===== src/rtl/fetch_pkg.sv =====
// Shared types and constants for the fetch-side pipeline controller.
package fetch_pkg;

    typedef enum logic [1:0] {
        StIssue,
        StWait,
        StDrain,
        StHold
    } fetch_state_e;

    localparam logic [31:0] NOP_INSTR        = 32'h0000_0013;
    localparam logic [31:0] DEFAULT_RESET_PC = 32'h0000_0000;

endpackage


===== src/rtl/fetch_skid_buffer.sv =====
// One-entry pc/instr holding register that parks a response while IF/ID is stalled.
module fetch_skid_buffer #(
    parameter int unsigned XLEN = 32
) (
    input  logic            clk,
    input  logic            rst_n,
    input  logic            load,
    input  logic            drain,
    input  logic            clear,
    input  logic [XLEN-1:0] load_pc,
    input  logic [31:0]     load_instr,
    output logic            valid,
    output logic [XLEN-1:0] pc,
    output logic [31:0]     instr
);

    logic            valid_q;
    logic [XLEN-1:0] pc_q;
    logic [31:0]     instr_q;

    always_ff @(posedge clk or negedge rst_n) begin
        if (!rst_n) begin
            valid_q <= 1'b0;
            pc_q    <= '0;
            instr_q <= '0;
        end else if (clear) begin
            valid_q <= 1'b0;
        end else if (load) begin
            valid_q <= 1'b1;
            pc_q    <= load_pc;
            instr_q <= load_instr;
        end else if (drain) begin
            valid_q <= 1'b0;
        end
    end

    assign valid = valid_q;
    assign pc    = pc_q;
    assign instr = instr_q;

endmodule


===== src/rtl/fetch_pipeline_ctrl.sv =====
// PC, single-outstanding imem request and IF/ID register with stall/flush/redirect handling.
// Optional saturating perf counters are built when FETCH_PERF_CNT_EN is defined.
module fetch_pipeline_ctrl
    import fetch_pkg::*;
#(
    parameter int unsigned     XLEN     = 32,
    parameter logic [XLEN-1:0] RESET_PC = XLEN'(DEFAULT_RESET_PC)
) (
    input  logic            clk,
    input  logic            rst_n,
    input  logic            stall_pc,
    input  logic            stall_if_id,
    input  logic            if_id_flush,
    input  logic            redirect_valid,
    input  logic [XLEN-1:0] redirect_pc,
    output logic            imem_req,
    output logic [XLEN-1:0] imem_addr,
    input  logic            imem_rvalid,
    input  logic [31:0]     imem_rdata,
    output logic            if_id_valid,
    output logic [XLEN-1:0] if_id_pc,
    output logic [XLEN-1:0] if_id_pc_plus_4,
    output logic [31:0]     if_id_instr,
    output logic [31:0]     perf_stall_cnt,
    output logic [31:0]     perf_drop_cnt
);

    fetch_state_e    state_q, state_d;
    logic [XLEN-1:0] pc_q, pc_d;
    logic            if_id_valid_q, if_id_valid_d;
    logic [XLEN-1:0] if_id_pc_q, if_id_pc_d;
    logic [31:0]     if_id_instr_q, if_id_instr_d;

    logic            skid_load, skid_drain, skid_clear, skid_valid;
    logic [XLEN-1:0] skid_pc;
    logic [31:0]     skid_instr;
    logic            resp_take;
    logic            drop_evt;

    fetch_skid_buffer #(
        .XLEN (XLEN)
    ) u_skid (
        .clk        (clk),
        .rst_n      (rst_n),
        .load       (skid_load),
        .drain      (skid_drain),
        .clear      (skid_clear),
        .load_pc    (pc_q),
        .load_instr (imem_rdata),
        .valid      (skid_valid),
        .pc         (skid_pc),
        .instr      (skid_instr)
    );

    always_comb begin
        state_d    = state_q;
        pc_d       = pc_q;
        imem_req   = 1'b0;
        skid_load  = 1'b0;
        skid_drain = 1'b0;
        skid_clear = 1'b0;
        resp_take  = 1'b0;
        drop_evt   = 1'b0;

        case (state_q)
            StIssue: begin
                imem_req = !stall_pc && !redirect_valid;
                if (imem_req) state_d = StWait;
            end
            StWait: begin
                if (redirect_valid) begin
                    // A response arriving with the redirect is already stale; nothing left to drain.
                    if (imem_rvalid) begin
                        drop_evt = 1'b1;
                        state_d  = StIssue;
                    end else begin
                        state_d  = StDrain;
                    end
                end else if (imem_rvalid) begin
                    pc_d = pc_q + XLEN'(4);
                    if (stall_if_id) begin
                        skid_load = 1'b1;
                        state_d   = StHold;
                    end else begin
                        resp_take = 1'b1;
                        state_d   = StIssue;
                    end
                end
            end
            StHold: begin
                if (redirect_valid) begin
                    skid_clear = 1'b1;
                    drop_evt   = skid_valid;
                    state_d    = StIssue;
                end else if (!stall_if_id && !if_id_flush && skid_valid) begin
                    skid_drain = 1'b1;
                    state_d    = StIssue;
                end
            end
            StDrain: begin
                if (imem_rvalid) begin
                    drop_evt = 1'b1;
                    state_d  = StIssue;
                end
            end
            default: state_d = StIssue;
        endcase

        if (redirect_valid) pc_d = redirect_pc;
    end

    // Flush/redirect beats hold, hold beats new data, and an idle cycle leaves a bubble.
    always_comb begin
        if_id_valid_d = 1'b0;
        if_id_pc_d    = if_id_pc_q;
        if_id_instr_d = NOP_INSTR;
        if (redirect_valid || if_id_flush) begin
            if_id_valid_d = 1'b0;
        end else if (stall_if_id) begin
            if_id_valid_d = if_id_valid_q;
            if_id_instr_d = if_id_instr_q;
        end else if (resp_take) begin
            if_id_valid_d = 1'b1;
            if_id_pc_d    = pc_q;
            if_id_instr_d = imem_rdata;
        end else if (skid_drain) begin
            if_id_valid_d = 1'b1;
            if_id_pc_d    = skid_pc;
            if_id_instr_d = skid_instr;
        end
    end

    always_ff @(posedge clk or negedge rst_n) begin
        if (!rst_n) begin
            state_q       <= StIssue;
            pc_q          <= RESET_PC;
            if_id_valid_q <= 1'b0;
            if_id_pc_q    <= '0;
            if_id_instr_q <= NOP_INSTR;
        end else begin
            state_q       <= state_d;
            pc_q          <= pc_d;
            if_id_valid_q <= if_id_valid_d;
            if_id_pc_q    <= if_id_pc_d;
            if_id_instr_q <= if_id_instr_d;
        end
    end

    assign imem_addr       = pc_q;
    assign if_id_valid     = if_id_valid_q;
    assign if_id_pc        = if_id_pc_q;
    assign if_id_pc_plus_4 = if_id_pc_q + XLEN'(4);
    assign if_id_instr     = if_id_instr_q;

`ifdef FETCH_PERF_CNT_EN
    logic [31:0] stall_cnt_q, drop_cnt_q;

    always_ff @(posedge clk or negedge rst_n) begin
        if (!rst_n) begin
            stall_cnt_q <= '0;
            drop_cnt_q  <= '0;
        end else begin
            if ((stall_pc || stall_if_id) && (stall_cnt_q != '1)) begin
                stall_cnt_q <= stall_cnt_q + 32'd1;
            end
            if (drop_evt && (drop_cnt_q != '1)) begin
                drop_cnt_q <= drop_cnt_q + 32'd1;
            end
        end
    end

    assign perf_stall_cnt = stall_cnt_q;
    assign perf_drop_cnt  = drop_cnt_q;
`else
    logic unused_drop_evt;
    assign unused_drop_evt = drop_evt;
    assign perf_stall_cnt  = '0;
    assign perf_drop_cnt   = '0;
`endif

endmodule


===== config.mk =====
export PLATFORM = sky130hd
export DESIGN_NAME = fetch_pipeline_ctrl
export DESIGN_NICKNAME = d
export VERILOG_FILES = /design/src/rtl/fetch_pkg.sv /design/src/rtl/fetch_skid_buffer.sv /design/src/rtl/fetch_pipeline_ctrl.sv
export SDC_FILE = /design/constraint.sdc
export NUM_CORES = 1
export LEC_CHECK = 0
export BUFFER_PORTS_ARGS = -buffer_cell sky130_fd_sc_hd__buf_2
export CAP_MARGIN = 0
export CELL_PAD_IN_SITES_DETAIL_PLACEMENT = 1
export CELL_PAD_IN_SITES_GLOBAL_PLACEMENT = 1
export CORE_MARGIN = 2
export CORE_UTILIZATION = 30
export DETAILED_ROUTE_END_ITERATION = 8
export GPL_ROUTABILITY_DRIVEN = 0
export PLACE_DENSITY = 0.63
export SLEW_MARGIN = 25
export SYNTH_ARGS = -nofsm -noshare
export SYNTH_HDL_FRONTEND = slang
export SYNTH_SLANG_ARGS = --single-unit

===== constraint.sdc =====
create_clock -name clk -period 3 [get_ports clk]
set_input_delay 0.3 -clock clk [delete_from_list [all_inputs] [get_ports clk]]
set_output_delay 0.3 -clock clk [all_outputs]
set_load 0.05 [all_outputs]

==> results.ini <==
[status]
outcome=finished, final reports clean

[sta]
finalSetupTns_ns=0
hold_viol_final=0
setup_viol=0
fin_crit_ns=2.69
worst_pin_slew_ns=0.594
fmaxAchievable_mhz=372
report.final.slew_viol_count=0
rsz0062_at_grt=false
fin_skew_ns=0.0107
worst_slack_ns=0.310
finalCritPeriodShare=0.897
slew_headroom=0.604

[clock_tree]
cts_tree=built
cts_buffer_depth=2
cts.sinks=164
cts-root-buf=clkbuf_16
insertion_delay_ns=0.43
cts_setup_buffers=0
clk_pin_slew_ns=0.07
cts.repair.resized=0
cts_htree_levels=4
cts_inserted_buffers=17
hold_buffers=1

[drt]
first_iter_violations=292
highest_layer=met5
wl_per_cell_um=17.1
wl_met1_um=11200
drc_errors=0
routed_wl_um=24300
via_per_inst=4.73
vias=6738
wl_met2_um=10900
wl_met3_um=1720
dr.pass1.iters=4
postRouteAntennaNets=0

[floorplanning]
core-area_um2=27600
pin_count=265
initial_core_util=0.303
die_area_um2=29200
num_rows=61
die_h_um=171
die_w_um=171

[final_layout]
syn2layout_area_growth_pct=22.4
final_util=0.371
finalNetCount=1105
layout-drive-gt1-share=0.312

[yosys]
synthFlopType=dfrtp_1
syn_avg_cell_area_um2=9.89
yosys_register_bits=164
ys_seq_area_frac=0.491
yosysTopAreaCellShare=0.481
syn_area_um2=8370
yosys-top-cells-area=dfrtp_1 48%, mux2_2 8.5%, nand2_1 6.2%
synth.distinct_cells=50
synth_largest_area_cell=dfrtp_1
synth-async-reset-ratio=1.00
yosys_warnings=0
synthCells=846
synth-edff-count=0

[placement]
dp_worst_setup_slack_ns=0.669
portBuffers=200
dp_hpwl_um=17400

[global_route]
grt_pass1_vias=6678
grt_max_degree=103
antenna_found_initial=6
grt.total_usage=0.169
grt_pass1_wl_um=38200
grt_overflow=0

[setup_path]
critPathKind=register to output pin
worstPathRequired_ns=2.70
worstPathArrival_ns=2.39
setup.worst_path.start_class=register
critPathCaptureType=output pin
critPathMaxFanout=6

[pwr]
power.density_nw_per_um2=946
clock_power_share=0.244
pwr-share-seq=0.357
p_sw_frac=0.458
intPower_mw=5.25
power_frac_comb=0.399
peakVddDrop_v=0.000313
total_power_mw=9.68
p_switching_mw=4.44
p_leak_nw=4.65

[job]
cap_violations=0

[min_path]
hold_path_class=input pin to register

[critical path, cell delays in order, from the launching register on]
cell and delay, ns:
dfrtp_1 0.44, ha_1 0.23, nand4_1 0.22, nor3_1 0.45, nand3_1 0.16, xnor2_1 0.16
buf_2 0.28
[sequential cells by signal, summed over array words and instances, names as in the netlist]
signal	count
if_id_instr	32
u_skid.pc	32
u_skid.valid	1
if_id_pc	32
imem_addr	32
state_q	2
u_skid.instr	32
if_id_valid	1
[layout make-up]
cell class	instances	area, µm²
clock inverters	14	193
inverters	8	30.0
fillers	3214	17400
multi-input cells	620	3780
diodes	2	5.00
flip-flops and latches	164	4110
well taps	378	473
clock buffers	18	439
repair buffers	221	1220
[path summary, 6_finish.rpt]
check,start,endpoint,slack (ns),depth (start not counted)
max in group asynchronous,rst_n,imem_addr[17],1.78,3
hold / removal,redirect_pc[2],imem_addr[2],0.09,3
setup reg to reg,imem_addr[5],imem_addr[31],0.65,4
setup / recovery,if_id_pc[2],if_id_pc_plus_4[28],0.31,6
min in group asynchronous,rst_n,u_skid.instr[29],0.32,2
hold reg to reg,if_id_instr[19],if_id_instr[19],0.48,2
[power by group through the flow]
stage               clock network, mW  logic, mW  registers (mW)
global placement                    0       3.87            3.47
finish                           2.36       3.87            3.46
CTS                              2.42       3.91            3.46
detailed placement                  0       3.91            3.50
global route                     2.52       4.13            3.58
floorplan                           0       2.22            4.26
[Yosys cell counts (4+ instances only)]
master	n
a31oi_1	49
and3_1	8
buf_2	8
buf_4	66
clkbuf_1	40
dfrtp_1	161
inv_1	8
mux2_2	63
mux2i_1	26
nand2_1	138
nand3_1	28
nand4_1	17
nor2_1	59
nor3_1	5
nor4_1	6
o21ai_0	48
o22ai_1	4
o31ai_1	12
or4_1	17
xnor2_1	27
xor2_1	12
[cell usage in the layout (no fill, tap or decap), types with 4 or more instances in the layout]
cell type  instances
a31oi_1           49
and3_1             8
buf_12             4
buf_2            199
buf_4             16
clkbuf_16         17
clkinv_4           4
conb_1            64
dfrtp_1          161
inv_1              7
inv_6              4
mux2_2            63
mux2i_1           26
nand2_1          137
nand3_1           28
nand4_1           17
nor2_1            58
nor3_1             5
nor4_1             6
o21ai_0           48
o22ai_1            4
o31ai_1           12
or4_1             17
xnor2_1           27
xor2_1            12
[metrics by stage]
step | std cells | area (µm²) | hold slack [ns]
5_1_grt | 1424 | 10200 | 0.0862
3_3_place_gp | 1390 | 9590 | 0.227
6_report | 1425 | 10200 | 0.0906
4_1_cts | 1423 | 10200 | 0.0695
2_1_floorplan | 909 | 8600 | 0.00441
3_5_place_dp | 1390 | 9590 | 0.225
[metal layers]
layer / up-vias / GRT usage
met4: 8 / 0.0545
met2: 203 / 0.264
met1: 3269 / 0.225
met3: 34 / 0.0479
met5: - / 0
li1: 3224 / -
[logic make-up (layout without fill, tap and decap cells)]
logic type / count (synthesis) / in the layout / share of synthesized area
and+or+nand+nor: 299 / 299 / 0.168
DFF: 164 / 164 / 0.491
AOI/OAI and AO/OA: 127 / 127 / 0.0926
buffers and inverters: 125 / 261 / 0.0887
muxes: 89 / 89 / 0.116
xor gates and xnor gates: 39 / 39 / 0.0408
adders and majority gates: 2 / 2 / 0.00299
other: 1 / 66 / 0.000448
(Power assumes the default switching activity.)
